`src/rtl/bus_pkg.sv`:
```
// -----------------------------------------------------------------------------
// bus_pkg
// Shared definitions for the single-master memory-mapped interconnect:
//   - bus_state_e : transaction FSM encoding (IDLE / ACCESS / RESPOND)
//   - DATA_W, ADDR_W : bus data and address widths
//   - DEFAULT_ERROR_DATA : read data returned alongside an error response
// -----------------------------------------------------------------------------
package bus_pkg;

  localparam int DATA_W = 32;
  localparam int ADDR_W = 32;

  localparam logic [DATA_W-1:0] DEFAULT_ERROR_DATA = 32'h0000_0000;

  typedef enum logic [1:0] {
    IDLE    = 2'd0,
    ACCESS  = 2'd1,
    RESPOND = 2'd2
  } bus_state_e;

endpackage

```
`src/rtl/bus_addr_decoder.sv`:
```
// -----------------------------------------------------------------------------
// bus_addr_decoder
// Combinational address decoder over NUM_SLAVES base/mask windows.
// Slot i hits when (addr & mask_i) == base_i. Overlapping windows are legal;
// the lowest-index hit is reported on idx.
//
// Ports:
//   addr    in   ADDR_W      address to decode
//   hit_vec out  NUM_SLAVES  raw per-window hit flags (may have several bits)
//   idx     out  IDX_W       index of the lowest-numbered hit (0 when no hit)
//   hit     out  1           at least one window matched
// -----------------------------------------------------------------------------
module bus_addr_decoder
  import bus_pkg::*;
#(
  parameter int                           NUM_SLAVES = 4,
  parameter int                           IDX_W      = 2,
  parameter logic [NUM_SLAVES*ADDR_W-1:0] SLAVE_BASE = '0,
  parameter logic [NUM_SLAVES*ADDR_W-1:0] SLAVE_MASK = '0
) (
  input  logic [ADDR_W-1:0]     addr,
  output logic [NUM_SLAVES-1:0] hit_vec,
  output logic [IDX_W-1:0]      idx,
  output logic                  hit
);

  always_comb begin
    hit_vec = '0;
    idx     = '0;
    hit     = 1'b0;
    for (int i = 0; i < NUM_SLAVES; i++) begin
      hit_vec[i] = ((addr & SLAVE_MASK[ADDR_W*i +: ADDR_W]) == SLAVE_BASE[ADDR_W*i +: ADDR_W]);
    end
    // Scan downwards so the lowest matching index is the one left standing.
    for (int i = NUM_SLAVES - 1; i >= 0; i--) begin
      if (hit_vec[i]) begin
        idx = IDX_W'(i);
        hit = 1'b1;
      end
    end
  end

endmodule

```
`src/rtl/bus_interconnect.sv`:
```
// -----------------------------------------------------------------------------
// bus_interconnect
// Single-master, NUM_SLAVES-slave memory-mapped interconnect. A master request
// is latched in IDLE, decoded to a slot and forwarded as a held strobe until
// that slot acks (ACCESS). One ack_o pulse per transaction is returned in
// RESPOND. Unmapped addresses, rd+wr together and slave timeouts complete with
// err_o so the master never stalls forever.
//
// Ports:
//   clk, rst         clock, synchronous active-high reset
//   rd_en_i, wr_en_i master read / write request levels (held until ack_o)
//   byte_enable_i    master byte lanes
//   addr_i, data_i   master address / write data
//   data_o           read data (holds until the next response)
//   ack_o, err_o     one-cycle completion pulse and its error qualifier
//   s_rd_en_o        per-slave read strobe
//   s_wr_en_o        per-slave write strobe
//   s_addr_o, s_data_o, s_byte_enable_o  latched request, shared by all slaves
//   s_data_i         flattened per-slave read data (slot i at [32*i +: 32])
//   s_ack_i          per-slave ack
// -----------------------------------------------------------------------------
module bus_interconnect
  import bus_pkg::*;
#(
  parameter int                           NUM_SLAVES     = 4,
  parameter logic [NUM_SLAVES*ADDR_W-1:0] SLAVE_BASE     = {32'h8000_2000, 32'h8000_1000,
                                                            32'h8000_0000, 32'h0000_0000},
  parameter logic [NUM_SLAVES*ADDR_W-1:0] SLAVE_MASK     = {32'hFFFF_F000, 32'hFFFF_F000,
                                                            32'hFFFF_F000, 32'h8000_0000},
  parameter int                           TIMEOUT_CYCLES = 255,
  parameter logic [DATA_W-1:0]            ERROR_DATA     = DEFAULT_ERROR_DATA
) (
  input  logic                         clk,
  input  logic                         rst,
  input  logic                         rd_en_i,
  input  logic                         wr_en_i,
  input  logic [3:0]                   byte_enable_i,
  input  logic [ADDR_W-1:0]            addr_i,
  input  logic [DATA_W-1:0]            data_i,
  output logic [DATA_W-1:0]            data_o,
  output logic                         ack_o,
  output logic                         err_o,
  output logic [NUM_SLAVES-1:0]        s_rd_en_o,
  output logic [NUM_SLAVES-1:0]        s_wr_en_o,
  output logic [ADDR_W-1:0]            s_addr_o,
  output logic [DATA_W-1:0]            s_data_o,
  output logic [3:0]                   s_byte_enable_o,
  input  logic [NUM_SLAVES*DATA_W-1:0] s_data_i,
  input  logic [NUM_SLAVES-1:0]        s_ack_i
);

  localparam int IDX_W   = (NUM_SLAVES > 1) ? $clog2(NUM_SLAVES) : 1;
  localparam int TO_W    = (TIMEOUT_CYCLES > 0) ? $clog2(TIMEOUT_CYCLES + 1) : 1;
  // The counter holds the number of ACCESS cycles already completed, so the
  // last permitted cycle is the one where it reads TIMEOUT_CYCLES-1.
  localparam int TO_LAST = (TIMEOUT_CYCLES > 0) ? TIMEOUT_CYCLES - 1 : 0;

  bus_state_e            state_q, state_d;

  logic [ADDR_W-1:0]     addr_q;
  logic [DATA_W-1:0]     wdata_q;
  logic [3:0]            be_q;
  logic [IDX_W-1:0]      sel_q;
  logic [NUM_SLAVES-1:0] sel_oh_q;
  logic                  is_wr_q;
  logic                  err_q;
  logic [TO_W-1:0]       to_cnt_q;

  logic [NUM_SLAVES-1:0] dec_hit_vec;
  logic [NUM_SLAVES-1:0] dec_first_oh;
  logic [IDX_W-1:0]      dec_idx;
  logic                  dec_hit;

  logic                  req;
  logic                  req_ok;
  logic                  sel_ack;
  logic                  timeout_hit;
  logic [DATA_W-1:0]     slave_rdata;

  bus_addr_decoder #(
    .NUM_SLAVES (NUM_SLAVES),
    .IDX_W      (IDX_W),
    .SLAVE_BASE (SLAVE_BASE),
    .SLAVE_MASK (SLAVE_MASK)
  ) u_dec (
    .addr    (addr_i),
    .hit_vec (dec_hit_vec),
    .idx     (dec_idx),
    .hit     (dec_hit)
  );

  // Isolate the lowest set hit bit so the one-hot select agrees with dec_idx
  // when windows overlap.
  assign dec_first_oh = dec_hit_vec & ~(dec_hit_vec - NUM_SLAVES'(1));

  assign req         = rd_en_i | wr_en_i;
  assign req_ok      = dec_hit & (rd_en_i ^ wr_en_i);
  assign sel_ack     = |(s_ack_i & sel_oh_q);
  assign timeout_hit = (TIMEOUT_CYCLES != 0) && (to_cnt_q == TO_W'(TO_LAST));

  always_comb begin
    slave_rdata = '0;
    for (int i = 0; i < NUM_SLAVES; i++) begin
      if (sel_q == IDX_W'(i)) begin
        slave_rdata = s_data_i[DATA_W*i +: DATA_W];
      end
    end
  end

  // ---- FSM state register ----
  always_ff @(posedge clk) begin
    if (rst) begin
      state_q <= IDLE;
    end else begin
      state_q <= state_d;
    end
  end

  // ---- FSM next state and control outputs ----
  always_comb begin
    state_d   = state_q;
    s_rd_en_o = '0;
    s_wr_en_o = '0;
    ack_o     = 1'b0;
    err_o     = 1'b0;
    case (state_q)
      IDLE: begin
        if (req) begin
          state_d = req_ok ? ACCESS : RESPOND;
        end
      end
      ACCESS: begin
        if (is_wr_q) begin
          s_wr_en_o = sel_oh_q;
        end else begin
          s_rd_en_o = sel_oh_q;
        end
        // An ack coinciding with the timeout still leaves via RESPOND; the
        // datapath below gives the ack priority for the error flag.
        if (sel_ack || timeout_hit) begin
          state_d = RESPOND;
        end
      end
      RESPOND: begin
        ack_o   = 1'b1;
        err_o   = err_q;
        state_d = IDLE;
      end
      default: begin
        state_d = IDLE;
      end
    endcase
  end

  // ---- Request latch, response capture and timeout counter ----
  always_ff @(posedge clk) begin
    if (rst) begin
      addr_q   <= '0;
      wdata_q  <= '0;
      be_q     <= '0;
      sel_q    <= '0;
      sel_oh_q <= '0;
      is_wr_q  <= 1'b0;
      err_q    <= 1'b0;
      to_cnt_q <= '0;
      data_o   <= '0;
    end else begin
      case (state_q)
        IDLE: begin
          to_cnt_q <= '0;
          if (req) begin
            addr_q   <= addr_i;
            wdata_q  <= data_i;
            be_q     <= byte_enable_i;
            sel_q    <= dec_idx;
            sel_oh_q <= dec_first_oh;
            is_wr_q  <= wr_en_i;
            err_q    <= ~req_ok;
            if (!req_ok) begin
              data_o <= ERROR_DATA;
            end
          end
        end
        ACCESS: begin
          to_cnt_q <= to_cnt_q + 1'b1;
          if (sel_ack) begin
            err_q  <= 1'b0;
            data_o <= is_wr_q ? '0 : slave_rdata;
          end else if (timeout_hit) begin
            err_q  <= 1'b1;
            data_o <= ERROR_DATA;
          end
        end
        RESPOND: begin
          to_cnt_q <= '0;
        end
        default: begin
          to_cnt_q <= '0;
        end
      endcase
    end
  end

  assign s_addr_o        = addr_q;
  assign s_data_o        = wdata_q;
  assign s_byte_enable_o = be_q;

endmodule
```
`config.mk`:
```
export PLATFORM = sky130hd
export DESIGN_NAME = bus_interconnect
export DESIGN_NICKNAME = d
export VERILOG_FILES = /design/src/rtl/bus_pkg.sv /design/src/rtl/bus_addr_decoder.sv /design/src/rtl/bus_interconnect.sv
export SDC_FILE = /design/constraint.sdc
export NUM_CORES = 1
export LEC_CHECK = 0
export ABC_CLOCK_PERIOD_IN_PS = 3500
export CORE_AREA = 2 2 122 124
export CTS_CLUSTER_DIAMETER = 60
export DETAILED_ROUTE_END_ITERATION = 16
export DIE_AREA = 0 0 124 126
export GPL_TIMING_DRIVEN = 0
export PLACE_DENSITY = 0.84
export SYNTH_ARGS = -nofsm -noshare
export SYNTH_HDL_FRONTEND = slang
export SYNTH_SLANG_ARGS = --single-unit
export TNS_END_PERCENT = 50
```
`constraint.sdc`:
```
create_clock -name clk -period 3.5 [get_ports clk]
set_input_delay 0.525 -clock clk [delete_from_list [all_inputs] [get_ports clk]]
set_output_delay 0.525 -clock clk [all_outputs]
set_load 0.01 [all_outputs]
```
==> metrics.csv, run 1 <==
stage,metric,value,unit
final_layout,design_area,0.009191,mm²
drt,routedWlPerCell,16.80,µm
logic_synthesis,synth_top_cell_area_share,44.81,%
setup_path,critPathBufInv,1,
cts,cts_resized,0,
drt,drt_first_pass_iters,4,
logic_synthesis,syn_avg_cell_area,8.965,µm²
cts,postCtsSetupBuffers,0,
power_and_ir_drop,p_leak,3.317,nW
global_routing,antenna_found_initial,0,
logic_synthesis,synth_area_leader_cell,dfxtp_1,
setup_path,max_stage_delay,0.55,ns
sta,fin_setup_tns,0,ns
final_layout,layout.nets,1126,
final_layout,regArea,0.002362,mm²
setup_path,r2r-start,state_q[0],
cts,root_buffer,clkbuf_16,
setup_path,crit_type,reg2out,
worst_hold_path,hold_class,in2reg,
power_and_ir_drop,p_seq_share,37.6,%
setup_path,r2r_cells,4,
drt,routed_via_density,4.961,
setup_path,critPathSlowestCell,clkdlybuf4s50_1,
drt,ant_nets,0,
drt,num_vias,5532,
die,die_x,124,µm
sta,rsz0062_at_grt,false,
cts,insertion_delay,0.42,ns
logic_synthesis,ys_seq_area_share,44.81,%
worst_hold_path,min-delay-start,addr_i[31],
placement,dp_hpwl,14780,µm
outcome,outcome,finished clean,
cts,htree_levels,4,
sta,fin_crit_sh,72.05,%
setup_path,start_kind,flop,
sta,max_freq,396.6,MHz
cts,cts_buffers,17,
setup_path,worstPathArrival,2.00,ns
global_routing,overflow,0,
setup_path,crit_family,simple AND/OR/NAND/NOR gates,
sta,finalSetupViolCount,0,
setup_path,worst-path-max-fanout,7,
drt,wl,18730,µm
drt,drt_iter0_drc,253,
die,die_area,0.01562,mm²
final_layout,diodes,0,
logic_synthesis,syn_area,0.005271,mm²
logic_synthesis,synth.area.top_cells,"dfxtp_1 (45%), mux4_2 (14%), nand2_1 (12%), a21oi_1 (7.0%), nand2b_1 (4.0%)",
cts,hold_buffers,0,
setup_path,r2r_slack,1.61,ns
final_layout,final_util,64.21,%
worst_hold_path,hold_path_end,s_addr_o[31],
power_and_ir_drop,peakVddDrop,0.0003178,V
worst_hold_path,hold_depth,3,
final_layout,final_layout_size_suffix_gt1_share,9.560,%
sta,fin_worst_skew,0.01614,ns
power_and_ir_drop,power.internal,0.002941,W
placement,gp_congestion,0.8356,
die,start_util,36.83,%
sta,slew_viol_final,0,
power_and_ir_drop,switching_share,24.72,%
die,io_pins,314,
global_routing,grtUsageTotal,23.67,%
final_layout,fill_cells,1195,
die,die_y,126,µm
sta,max_slew_margin,51.53,%
setup_path,rr_endpoint,sel_oh_q[2],
power_and_ir_drop,clkPwrFrac,42.7,%
logic_synthesis,yosysWarnings,0,
logic_synthesis,syn_inst,588,
sta,hold_viol_final,0,
cts,tritoncts,yes,
setup_path,worstSetupPathDepth,4,
logic_synthesis,synth_nets,795,
cts,cts.clk_slew.worst_paths,0.05,ns
sta,finalCriticalPeriod,2.522,ns
setup_path,worstSetupEndpointType,primary output,
setup_path,crit_required,2.97,ns
logic_synthesis,synth-seq-cells,118,
die,core_area,0.01431,mm²
die,placementRows,44,
global_routing,grt_pass1_vias,5461,
power_and_ir_drop,p_switching,0.0009658,W
logic_synthesis,synth.distinct_cells,39,
final_layout,multi_input_area,0.002680,mm²
placement,placed_cell_area,0.008625,mm²
setup_path,path_cells,nand2b_1 -> nor2_1 -> and2_1 -> clkdlybuf4s50_1,
drt,drc,0,
placement,io_buffers,312,
global_routing,grt_max_degree,17,
cts,cts_sinks,118,
sta,worst_slew_pin_slew,0.7230,ns
power_and_ir_drop,p_comb_share,19.7,%
flow_run,cap_violations,0,
final_layout,syn2layout_area_growth,74.37,%
cts,clk_path_buf_depth,2,
global_routing,grt_pass1_wl,28150,µm
power_and_ir_drop,powerDensity,425.1,mW/mm²
==> layer usage <==
layer  vias up  wire length (µm)  GRT usage, %
met5         -                 0             0
met3        42              1473         6.975
met4         0               537         10.24
met1      2590              7548         27.72
met2       229              9169         39.88
li1       2671                 -             -
==> final cells by class <==
type	instances	share of cell area (%)
clock buffer	22	5.050
timing repair buffer	312	33.98
tap	184	2.505
clock inverter	9	1.116
multi-input combinational	421	29.16
sequential	118	25.70
buffer	44	2.287
inverter	5	0.2042
==> logic make-up (layout without fill, tap and decap cells) <==
| family | count (synthesis) | after routing | synth area share, % |
|---|---|---|---|
| mux | 32 | 32 | 13.67 |
| simple gates | 259 | 259 | 21.77 |
| fa+ha+maj | 3 | 3 | 0.7122 |
| compound gates | 122 | 122 | 13.86 |
| buf+inv | 49 | 392 | 4.344 |
| flops | 118 | 118 | 44.81 |
| xor+xnor | 5 | 5 | 0.8307 |
==> worst max-delay path by stage <==
stage / start / endpoint / slack, ns
after floorplan: rd_en_i / data_o[12] / 1.57
final: state_q[0] / s_rd_en_o[0] / 0.98
after CTS: state_q[0] / s_rd_en_o[3] / 1.0
after global routing: state_q[0] / s_rd_en_o[0] / 0.85
after global placement: rst / sel_q[0] / 0.71
after detailed placement: rst / s_addr_o[30] / 0.70
==> placed cells by master (no fill, tap or decap), types with 3 or more instances in the layout <==
cell type / n
buf_2: 9
buf_6: 4
a21oi_1: 74
ha_1: 3
mux4_2: 32
clkbuf_1: 33
clkdlybuf4s50_1: 312
a22oi_1: 3
nand3_1: 6
nand2_1: 175
and3_1: 6
nor2_1: 16
and2_1: 5
clkinvlp_4: 3
clkbuf_16: 17
clkinv_2: 4
o21ai_2: 10
nand2b_1: 34
dfxtp_1: 118
xor2_1: 4
or3_1: 3
nor4_1: 3
inv_1: 5
o21ai_1: 5
o21ai_0: 20
==> cells in the mapped netlist <==
cell / n
nand2_1: 175
dfxtp_1: 118
a21oi_1: 74
nand2b_1: 34
mux4_2: 32
clkbuf_1: 30
o21ai_0: 20
nor2_1: 16
o21ai_2: 10
buf_2: 9
and3_1: 6
nand3_1: 6
and2_1: 5
inv_1: 5
o21ai_1: 5
buf_6: 4
xor2_1: 4
a22oi_1: 3
ha_1: 3
nor4_1: 3
or3_1: 3
a211oi_1: 2
and2b_1: 2
nand4_1: 2
nor2b_1: 2
nor3_1: 2
a2111oi_4: 1
a221oi_4: 1
a311o_1: 1
a311oi_1: 1
a32o_1: 1
a32oi_1: 1
buf_4: 1
nor2_2: 1
nor3_2: 1
nor4b_2: 1
o21ba_1: 1
o22a_1: 1
xnor2_1: 1
==> power by group through the flow <==
stage               combinational, W  clock, W  sequential [W]
finish                      0.000768   0.00167         0.00147
global route                0.000834   0.00177         0.00148
CTS                         0.000774   0.00170         0.00147
detailed placement          0.000770         0         0.00150
global placement            0.000760         0         0.00149
floorplan                   0.000266         0         0.00153
==> registers in the layout (all words and copies together), names as in the netlist <==
register	cells
sel_q	2
state_q	2
err_q	1
is_wr_q	1
data_o	32
s_addr_o	32
sel_oh_q	4
s_byte_enable_o	4
to_cnt_q	8
s_data_o	32
==> worst min-delay path, delay by kind of cell <==
kind            cells  cell delay (ns)
compound gates      1             0.05
simple gates        1             0.06
buf+inv             1             0.15
==> per-stage QoR <==
step	cells	hold WS, ns	worst slack (ns)	total power (W)
3_3_place_gp	1084	0.4403	0.7137	0.002253
4_1_cts	1115	0.4059	0.9953	0.003943
2_1_floorplan	588	0.4300	1.572	0.001794
5_1_grt	1115	0.4379	0.8540	0.004079
6_report	1115	0.4199	0.9783	0.003907
3_5_place_dp	1084	0.4463	0.7044	0.002267
No activity file was read; power rests on OpenSTA's default activity.
==> run 2: changes to the inputs <==
ABC_CLOCK_PERIOD_IN_PS = 2300   (was 3500)
CORE_AREA = not set   (was 2 2 122 124)
CORE_MARGIN = 2   (was not set)
CORE_UTILIZATION = 34   (was not set)
DIE_AREA = not set   (was 0 0 124 126)
PLACE_DENSITY = 0.82   (was 0.84)
clock period = 2.3 ns   (was 3.5 ns; I/O delays follow)
==> run 2 against run 1 <==
  * Utilization decreased by 3.9 points
  * Clock skew down 0.0055 ns
  * Largest cell class unchanged
  * Register-to-register slack got worse by 1.2 ns
  * Combinational power increased by 54%
  * Largest power group unchanged
  * Sequential cell count unchanged
  * Cell area down 0.26%
  * Wire length shrank 0.44%
  * Count of clock-buffer cells in the layout increased by 2
==> metrics.csv, run 2 (synthesis gave the netlist of run 1 again) <==
stage,metric,value,unit,change
final_layout,syn2layout_area_growth,73.91,%,
worst_hold_path,hold_path_end,s_addr_o[31],,
placement,placed_cell_area,0.008630,mm²,about the same
die,placementRows,45,,+2.3%
final_layout,final_cell_mix,"clkdlybuf4s50_1 (311), nand2_1 (175), dfxtp_1 (117)",,
placement,io_buffers,312,,unchanged
final_layout,final_layout_size_suffix_gt1_share,9.806,%,+0.25 points
sta,fin_crit_sh,96.15,%,
cts,postCtsSetupBuffers,0,,unchanged
final_layout,layout.nets,1126,,unchanged
drt,ant_nets,0,,unchanged
drt,drc,0,,unchanged
cts,cts_sinks,118,,unchanged
sta,rsz0062_at_grt,false,,
die,io_pins,314,,unchanged
sta,max_slew_margin,61.36,%,+9.8 points
cts,cts_buffers,17,,unchanged
drt,routedWlPerCell,16.69,µm,-0.62%
cts,cts.clk_slew.worst_paths,0.05,ns,about the same
global_routing,grtUsageTotal,21.89,%,-1.8 points
cts,tritoncts,yes,,
global_routing,grt_pass1_vias,5468,,+0.13%
outcome,outcome,finished clean,,
die,core_area,0.01520,mm²,+6.2%
worst_hold_path,hold_depth,3,,unchanged
die,start_util,34.67,%,-2.2 points
setup_path,crit_required,1.96,ns,-1.01 ns
drt,num_vias,5436,,-1.7%
setup_path,path_cells,nand2b_1 -> nor2_2 -> and2_1 -> clkdlybuf4s50_1,,
global_routing,grt_pass1_wl,27830,µm,-1.1%
cts,hold_buffers,0,,unchanged
setup_path,r2r-start,sel_oh_q[2],,
setup_path,crit_type,reg2out,,
die,die_y,128.5,µm,+2.0%
final_layout,final_util,60.30,%,-3.9 points
global_routing,grt_max_degree,17,,unchanged
placement,dp_hpwl,14740,µm,-0.24%
sta,max_freq,452.2,MHz,
cts,htree_levels,4,,unchanged
final_layout,final_common_cell,clkdlybuf4s50_1,,
power_and_ir_drop,peakVddDrop,0.0006446,V,+100%
final_layout,design_area,0.009168,mm²,-0.26%
cts,root_buffer,clkbuf_16,,
setup_path,max_stage_delay,0.53,ns,-0.02 ns
global_routing,antenna_found_initial,1,,+1
power_and_ir_drop,powerDensity,626.6,mW/mm²,+47%
setup_path,critPathSlowestCell,clkdlybuf4s50_1,,
sta,slew_viol_final,0,,unchanged
worst_hold_path,hold_class,in2reg,,
setup_path,start_kind,flop,,
global_routing,overflow,0,,unchanged
power_and_ir_drop,p_leak,3.318,nW,about the same
sta,worst_slew_pin_slew,0.5796,ns,-0.1434 ns
drt,drt_iter0_drc,237,,-6.3%
drt,drt_first_pass_iters,4,,unchanged
setup_path,r2r_slack,0.38,ns,-1.23 ns
final_layout,finalNonFillerCells,1117,,+0.18%
sta,finalCriticalPeriod,2.211,ns,
sta,fin_worst_skew,0.01065,ns,-0.005492 ns
die,die_area,0.01652,mm²,+5.7%
setup_path,worstPathArrival,1.87,ns,-0.13 ns
placement,gp_congestion,0.8103,,-3.0%
worst_hold_path,min-delay-start,addr_i[31],,
setup_path,worstSetupEndpointType,primary output,,
cts,insertion_delay,0.41,ns,about the same
cts,clk_path_buf_depth,2,,unchanged
setup_path,r2r_cells,5,,+1
placement,dp.cells,1088,,+0.37%
drt,routed_via_density,4.867,,-1.9%
flow_run,cap_violations,0,,unchanged
sta,finalSetupViolCount,0,,unchanged
drt,wl,18650,µm,-0.44%
setup_path,worst-path-max-fanout,5,,-2
sta,hold_viol_final,0,,unchanged
setup_path,rr_endpoint,data_o[7],,
die,die_x,128.5,µm,+3.6%
## run 2: how the worst max path moves through the flow
stage | start | to | slack [ns] | depth (start not counted)
3_5_place_dp | rst | s_addr_o[31] | -0.36 | 5
4_1_cts | state_q[0] | s_rd_en_o[3] | 0.04 | 4
5_1_grt | state_q[1] | s_rd_en_o[3] | 0.006 | 4
3_3_place_gp | rst | sel_q[1] | -0.34 | 5
6_report | state_q[1] | s_rd_en_o[3] | 0.09 | 4
2_1_floorplan | rd_en_i | data_o[12] | 0.55 | 7
## run 2: layer usage
layer	GRT usage (%)	wire [µm]	up-vias
met3	9.730	1830	36
met5	0	0	-
met2	39.39	9245	230
li1	-	-	2676
met4	7.289	462	0
met1	22.81	7108	2494
## run 2: worst max-delay path, delay by kind of cell, from the launching register on
family                 cells  cell delay, ns
DFF                        1            0.36
buffers and inverters      1            0.53
and+or+nand+nor            3            0.58
## run 2: area by class of cell
| type | count | area, µm² |
|---|---|---|
| fill | 1300 | 6035 |
| timing repair buffer | 312 | 3122 |
| multi-input combinational | 421 | 2689 |
| sequential | 118 | 2364 |
| clock buffer | 24 | 501.7 |
| tap | 188 | 235.2 |
| buffer | 44 | 212.7 |
| clock inverter | 4 | 22.52 |
| inverter | 5 | 18.77 |
| antenna | 1 | 2.502 |
## run 2: power by group
part / leakage (nW) / total, W / internal [W] / switching [W]
clock: 0.260 / 0.00233 / 0.00148 / 0.000842
combinational: 2.09 / 0.00118 / 0.000674 / 0.000503
sequential: 0.965 / 0.00224 / 0.00217 / 0.0000692
total: 3.32 / 0.00574 / 0.00433 / 0.00141
## run 2: through the flow
step	TNS, ns	power (W)	hold WS [ns]	worst slack (ns)
2_1_floorplan	0	0.002729	0.4300	0.5520
3_3_place_gp	-21.66	0.003442	0.4400	-0.3409
3_5_place_dp	-23.19	0.003456	0.4453	-0.3635
4_1_cts	0	0.005800	0.2375	0.04239
5_1_grt	0	0.006001	0.2613	0.005519
6_report	0	0.005744	0.2424	0.08865
## run 2: repair_timing
action / CTS / global route
gates cloned: 0 / 0
hold endpoints to repair: 0 / 0
endpoints found under the setup margin: 4 / 19
resized for setup: 2 / 6
